--- src/rtl/gouram_trace_pkg.sv ---
// Shared constants, drain FSM state type and beat-slicing helper for the
// Gouram trace drain.
package gouram_trace_pkg;

  localparam int TRACE_RECORD_WIDTH = 128;
  localparam int TRACE_WORD_WIDTH   = 32;
  localparam int BEATS_PER_RECORD   = 4;

  typedef enum logic [1:0] {
    IDLE  = 2'd0,
    SEND  = 2'd1,
    DRAIN = 2'd2,
    CLEAR = 2'd3
  } drain_state_t;

  // Select beat k of a record: beat 0 is the least significant word.
  function automatic logic [TRACE_WORD_WIDTH-1:0] beat_slice(
    input logic [TRACE_RECORD_WIDTH-1:0] rec,
    input logic [1:0]                    beat
  );
    logic [TRACE_WORD_WIDTH-1:0] w;
    case (beat)
      2'd0:    w = rec[31:0];
      2'd1:    w = rec[63:32];
      2'd2:    w = rec[95:64];
      2'd3:    w = rec[127:96];
      default: w = rec[31:0];
    endcase
    return w;
  endfunction

endpackage

--- src/rtl/gouram_trace_fifo.sv ---
// Synchronous first-word-fall-through FIFO with clear and registered level.
// The caller never pushes into a full FIFO unless it pops in the same cycle,
// and never pops an empty one.
module gouram_trace_fifo #(
  parameter int WIDTH = 128,
  parameter int DEPTH = 4
) (
  input  logic                     clk,
  input  logic                     rst,
  input  logic                     clear_i,
  input  logic                     push_i,
  input  logic [WIDTH-1:0]         data_i,
  input  logic                     pop_i,
  output logic [WIDTH-1:0]         head_o,
  output logic [$clog2(DEPTH):0]   level_o
);

  localparam int AW = $clog2(DEPTH);
  localparam int LW = AW + 1;

  logic [WIDTH-1:0] mem_q [DEPTH];
  logic [WIDTH-1:0] mem_d [DEPTH];
  logic [AW-1:0]    wr_ptr_q, wr_ptr_d;
  logic [AW-1:0]    rd_ptr_q, rd_ptr_d;
  logic [LW-1:0]    level_q, level_d;

  // Next-state for storage, pointers and occupancy.
  always_comb begin
    mem_d    = mem_q;
    wr_ptr_d = wr_ptr_q;
    rd_ptr_d = rd_ptr_q;
    level_d  = level_q;
    if (clear_i) begin
      wr_ptr_d = AW'(0);
      rd_ptr_d = AW'(0);
      level_d  = LW'(0);
    end else begin
      if (push_i) begin
        mem_d[wr_ptr_q] = data_i;
        wr_ptr_d        = wr_ptr_q + AW'(1);
      end else begin
        wr_ptr_d = wr_ptr_q;
      end
      if (pop_i) begin
        rd_ptr_d = rd_ptr_q + AW'(1);
      end else begin
        rd_ptr_d = rd_ptr_q;
      end
      case ({push_i, pop_i})
        2'b10:   level_d = level_q + LW'(1);
        2'b01:   level_d = level_q - LW'(1);
        default: level_d = level_q;
      endcase
    end
  end

  // Pointer and level registers.
  always_ff @(posedge clk) begin
    if (rst) begin
      wr_ptr_q <= AW'(0);
      rd_ptr_q <= AW'(0);
      level_q  <= LW'(0);
    end else begin
      wr_ptr_q <= wr_ptr_d;
      rd_ptr_q <= rd_ptr_d;
      level_q  <= level_d;
    end
  end

  // Record storage; contents are meaningless while the level says empty.
  always_ff @(posedge clk) begin
    mem_q <= mem_d;
  end

  assign head_o  = mem_q[rd_ptr_q];
  assign level_o = level_q;

endmodule

--- src/rtl/gouram_trace_drain.sv ---
// Gouram trace drain: captures 128-bit trace records into a FIFO and
// serialises them as four 32-bit beats on a valid/ready stream, with drop
// counting and a flush that never truncates a record in flight.
module gouram_trace_drain #(
  parameter int FIFO_DEPTH     = 4,
  parameter int DROP_CNT_WIDTH = 16
) (
  input  logic                          clk,
  input  logic                          rst,
  input  logic [127:0]                  trace_data_i,
  input  logic                          trace_capture_enable_i,
  input  logic                          enable_i,
  input  logic                          flush_i,
  output logic [31:0]                   word_o,
  output logic                          word_valid_o,
  input  logic                          word_ready_i,
  output logic                          word_last_o,
  output logic [$clog2(FIFO_DEPTH):0]   fifo_level_o,
  output logic                          overflow_o,
  output logic [DROP_CNT_WIDTH-1:0]     drop_count_o,
  output logic                          busy_o
);

  import gouram_trace_pkg::*;

  localparam int            LW        = $clog2(FIFO_DEPTH) + 1;
  localparam logic [LW-1:0] DEPTH_LVL = LW'(FIFO_DEPTH);

  drain_state_t                state_q, state_d;
  logic [1:0]                  beat_q, beat_d;
  logic                        overflow_q, overflow_d;
  logic [DROP_CNT_WIDTH-1:0]   drop_cnt_q, drop_cnt_d;

  logic [TRACE_RECORD_WIDTH-1:0] head_s;
  logic [LW-1:0]                 level_s;
  logic                          valid_s;
  logic                          hs_s;
  logic                          pop_s;
  logic                          push_req_s;
  logic                          push_s;
  logic                          drop_s;
  logic                          clear_s;
  logic                          remain_s;

  // Saturating increment for the drop counter.
  function automatic logic [DROP_CNT_WIDTH-1:0] sat_inc(
    input logic [DROP_CNT_WIDTH-1:0] v
  );
    logic [DROP_CNT_WIDTH-1:0] r;
    if (&v) begin
      r = v;
    end else begin
      r = v + DROP_CNT_WIDTH'(1);
    end
    return r;
  endfunction

  gouram_trace_fifo #(
    .WIDTH (TRACE_RECORD_WIDTH),
    .DEPTH (FIFO_DEPTH)
  ) u_fifo (
    .clk     (clk),
    .rst     (rst),
    .clear_i (clear_s),
    .push_i  (push_s),
    .data_i  (trace_data_i),
    .pop_i   (pop_s),
    .head_o  (head_s),
    .level_o (level_s)
  );

  // Handshake, push acceptance and drop decisions for this cycle.
  always_comb begin
    valid_s    = (state_q == SEND) || (state_q == DRAIN);
    hs_s       = valid_s & word_ready_i;
    pop_s      = hs_s & (beat_q == 2'd3);
    clear_s    = (state_q == CLEAR);
    push_req_s = trace_capture_enable_i & enable_i & ~clear_s;
    // A full FIFO still accepts when the head leaves on this same edge.
    push_s     = push_req_s & ((level_s < DEPTH_LVL) | pop_s);
    drop_s     = push_req_s & ~push_s;
    // Another record is waiting once the head is popped.
    remain_s   = (level_s > LW'(1)) | push_s;
  end

  // Drain FSM next-state.
  always_comb begin
    state_d = state_q;
    case (state_q)
      IDLE: begin
        if (flush_i) begin
          state_d = CLEAR;
        end else if (level_s != LW'(0)) begin
          state_d = SEND;
        end else begin
          state_d = IDLE;
        end
      end
      SEND: begin
        if (flush_i) begin
          // A record finishing on this edge is complete, so clear straight
          // away; a record already started must be finished in DRAIN.
          if (pop_s) begin
            state_d = CLEAR;
          end else if ((beat_q == 2'd0) && !hs_s) begin
            state_d = CLEAR;
          end else begin
            state_d = DRAIN;
          end
        end else if (pop_s) begin
          state_d = remain_s ? SEND : IDLE;
        end else begin
          state_d = SEND;
        end
      end
      DRAIN: begin
        if (pop_s) begin
          state_d = CLEAR;
        end else begin
          state_d = DRAIN;
        end
      end
      CLEAR:   state_d = IDLE;
      default: state_d = IDLE;
    endcase
  end

  // Beat counter and drop bookkeeping next-state.
  always_comb begin
    beat_d     = beat_q;
    overflow_d = overflow_q;
    drop_cnt_d = drop_cnt_q;
    if (clear_s) begin
      beat_d     = 2'd0;
      overflow_d = 1'b0;
      drop_cnt_d = {DROP_CNT_WIDTH{1'b0}};
    end else begin
      if (hs_s) begin
        beat_d = beat_q + 2'd1;
      end else begin
        beat_d = beat_q;
      end
      if (drop_s) begin
        overflow_d = 1'b1;
        drop_cnt_d = sat_inc(drop_cnt_q);
      end else begin
        overflow_d = overflow_q;
        drop_cnt_d = drop_cnt_q;
      end
    end
  end

  // Control registers.
  always_ff @(posedge clk) begin
    if (rst) begin
      state_q    <= IDLE;
      beat_q     <= 2'd0;
      overflow_q <= 1'b0;
      drop_cnt_q <= {DROP_CNT_WIDTH{1'b0}};
    end else begin
      state_q    <= state_d;
      beat_q     <= beat_d;
      overflow_q <= overflow_d;
      drop_cnt_q <= drop_cnt_d;
    end
  end

  // Output decode from registered state; the word is masked to zero when idle.
  always_comb begin
    word_valid_o = valid_s;
    word_last_o  = 1'b0;
    word_o       = 32'd0;
    if (valid_s) begin
      word_o      = beat_slice(head_s, beat_q);
      word_last_o = (beat_q == 2'd3);
    end else begin
      word_o      = 32'd0;
      word_last_o = 1'b0;
    end
    fifo_level_o = level_s;
    overflow_o   = overflow_q;
    drop_count_o = drop_cnt_q;
    busy_o       = (level_s != LW'(0)) || (state_q != IDLE);
  end

endmodule

--- config.mk ---
export PLATFORM = sky130hd
export DESIGN_NAME = gouram_trace_drain
export DESIGN_NICKNAME = d
export VERILOG_FILES = /design/src/rtl/gouram_trace_pkg.sv /design/src/rtl/gouram_trace_fifo.sv /design/src/rtl/gouram_trace_drain.sv
export SDC_FILE = /design/constraint.sdc
export NUM_CORES = 1
export LEC_CHECK = 0
export ABC_AREA = 1
export CORE_MARGIN = 2
export CORE_UTILIZATION = 52
export CTS_CLUSTER_SIZE = 10
export DETAILED_ROUTE_END_ITERATION = 7
export MAX_ROUTING_LAYER = met4
export PLACE_DENSITY_LB_ADDON = 0.25
export SLEW_MARGIN = 20
export SYNTH_ARGS = -nofsm -noshare
export SYNTH_HDL_FRONTEND = slang
export SYNTH_SLANG_ARGS = --single-unit
--- constraint.sdc ---
create_clock -name clk -period 8.64 [get_ports clk]
set_clock_uncertainty 0.1 [all_clocks]
set_input_delay 2.592 -clock clk [delete_from_list [all_inputs] [get_ports clk]]
set_output_delay 2.592 -clock clk [all_outputs]
set_load 0.1 [all_outputs]
==> run metrics <==
final WL=51.6 mm; Final TNS setup=0 ps; Yosys top cell area share=about 70%; status=finished, final reports clean; async set-reset flop share out of synthesis=0%; Final ANT Viol Nets=0; Die ar.=~0.044 mm^2; Yosys reg bits=540; Clock Latency Late Sink=~610 ps; Hold/Removal Path Class=reg2reg; Longest Clk Path Bufs=3; sw frac=roughly a quarter; DIE WIDTH=~210 um; Root Driver=clkbuf_16; Max IR drop VDD=around 160 uV; CP startpoint kind=flop; post-synthesis sequential area ratio=between 70 and 80%; Die H=210 um; Post-synth EDFFs=between 500 and 600; first-pass GRT wire length=between 70 and 80 mm; internal power=4.37 mW; # Max-Cap Violations=0; flop-to-flop setup slack=roughly 4300 ps; Comb power frac=between 10% and 20%; synth warn=0; leakage power=roughly 8.8 nW; Syn Inst Count=approximately 1900; Final Hold Viols=0; setup bufs post-CTS=0; Via density=between 5 and 6; R2R depth=8; Slew HR=approximately a fifth; library cells used by synthesis=31; RSZ-0062 raised after global routing=no; vias in the first global route=14000; Area contributors post-synth=edfxtp_1 70%, nor2_1 6.0%, nand2_1 5.9%; crit path max fanout=168; Psw=between 1 and 1.5 mW; net count after synthesis=between 2000 and 2500; total CTS buffers=60; register clock-pin slew on the reported worst setup and hold paths=50 ps; Critical R2R Launch=state_q[1]$_SDFF_PP0_; RR Endpoint=u_fifo.mem_q[293]$_DFFE_PP_; largest net degree at the start of global routing=258; hold_sp=overflow_o$_SDFFE_PP0P_; initial DRC count=between 1500 and 2000; CP Class=reg2out; Initial Utilization=between 50 and 60%; Worst Path Required=5950 ps; CTS tree=yes; routability cong.=between 0.8 and 0.9; Clock Power Share=between 30% and 40%; # fillers=approximately 3200; area leader, netlist=edfxtp_1; Port Buffer Count=around 190; Wirelength per Cell=about 20 um; CTS Sinks=540; layout cells sized above 1=4.90%; synthesis-to-layout area growth=17.6%; main flop type after synthesis=edfxtp_1; CP endpoint kind=output pin; max-slew violation count=0; synthesized area=0.0220 mm^2; DR vias=~15000; Worst EP arrival=4130 ps; clock period minus worst slack=just under 7000 ps; f_max=about 150 MHz; DRC=0; Tot Pwr=5.86 mW; I/O Pins=~190; Worst-Margin Slew=between 1000 and 1500 ps; Hold Buf Count CTS=0; initial antenna violation count=3; dpl hpwl=about 29 mm; total grt overflow=0; most frequent cell after synthesis=edfxtp_1; synthesized area per cell=around 12 um^2; Reg power frac=approximately 50%; core area=between 0.04 and 0.05 mm^2; htree depth=2; GRT Total Usage=about a quarter; hold path depth=2; Setup Viol. Count Final=0; Hold Path Sink=overflow_o$_SDFFE_PP0P_; Nets=~2200; period utilization=around four fifths; Resize count post-CTS=0; Commonest cells post-synth=512 x edfxtp_1, 354 x nor2_1, 347 x nand2_1; PD cells=around 230 mW/mm^2; drt first pass iters=6; num rows=between 70 and 80
placed cells by master (no fill, tap or decap), drive strengths merged:
cell / instances
nor2: 355
a21oi: 22
nand3b: 3
xnor2: 3
xor2: 4
o221ai: 32
a31o: 1
diode: 4
edfxtp: 512
nor3: 1
nand4: 6
o21ai: 271
nand2: 349
a211oi: 1
ha: 20
dfxtp: 28
nand3: 109
clkbuf: 71
inv: 40
clkdlybuf4s50: 188
o21bai: 1
buf: 21
clkinv: 1
critical path: stages, from the launching register on:
cell and delay, ps:
dfxtp_4 380, buf_12 330, buf_16 430, nor2_1 120
nor2_1 120, o21ai_0 110, o21ai_1 140, nand2_1 70
nand2_1 170, nor2_1 120, nor2_1 110, clkdlybuf4s50_1 1140
per-layer routing:
layer / vias up / share of wire, % / global-route usage, %
li1: 6860 / - / -
met1: 7087 / 44 / 34.1
met2: 543 / 46 / 36.3
met3: 81 / 7.7 / 4.25
met4: 0 / 1.9 / 7.29
met5: - / 0 / -
cell families (layout without fill, tap and decap cells):
group	after synthesis	after routing	share of synthesized area (%)
buffers and inverters	146	321	3.36
adder cells (fa/ha/maj)	20	20	1.14
other	0	4	0
AND/OR/NAND/NOR	823	823	14.8
XOR/XNOR	7	7	0.278
flip-flops	540	540	72.3
AO/OA/AOI/OAI	328	328	8.04
power by group through the flow:
stage	registers (mW)	logic [mW]	clock network (mW)
after CTS	2.95	0.748	2.19
after global routing	2.96	0.792	2.29
after global placement	3.00	0.738	0
after floorplan	3.02	0.467	0
final	2.95	0.749	2.15
after detailed placement	3.01	0.746	0
state kept, by name (all words and copies together) (netlist names):
name,count
state_q,2
overflow_o,1
u_fifo.wr_ptr_q,2
u_fifo.mem_q,512
drop_count_o,16
u_fifo.level_o,3
beat_q,2
u_fifo.rd_ptr_q,2
how the worst max path moves through the flow:
stage,start,endpoint,cells after the start
2_1_floorplan,word_ready_i,u_fifo.mem_q[0]$_DFFE_PP_,4
3_3_place_gp,u_fifo.rd_ptr_q[1]$_SDFFE_PP0P_,word_o[11],7
3_5_place_dp,u_fifo.rd_ptr_q[1]$_SDFFE_PP0P_,word_o[4],7
4_1_cts,u_fifo.rd_ptr_q[1]$_SDFFE_PP0P_,word_o[4],7
5_1_grt,u_fifo.rd_ptr_q[1]$_SDFFE_PP0P_,word_o[5],8
6_report,u_fifo.rd_ptr_q[0]$_SDFFE_PP0P_,word_o[18],11
stage by stage:
stage	hold WS, ps	std cells	area [um^2]	setup WS, ps	utilization [%]
global route	395	2581	25900	1500	61.9
global placement	350	2501	24200	2410	57.9
floorplan	371	1864	22000	-401	-
finish	363	2582	25900	1820	61.9
detailed placement	360	2502	24300	2410	58.0
CTS	371	2576	25800	1760	61.8
area by class of cell:
class	count	area, um^2	area share, %
timing repair buffer	209	2150	8.32
clock inverter	3	33.8	0.130
multi-input combinational	1178	5390	20.8
tap	539	674	2.60
inverter	38	150	0.580
sequential	540	15900	61.5
antenna	4	10.0	0.0386
clock buffer	71	1550	5.99
No activity file was read; power rests on OpenSTA's default activity.
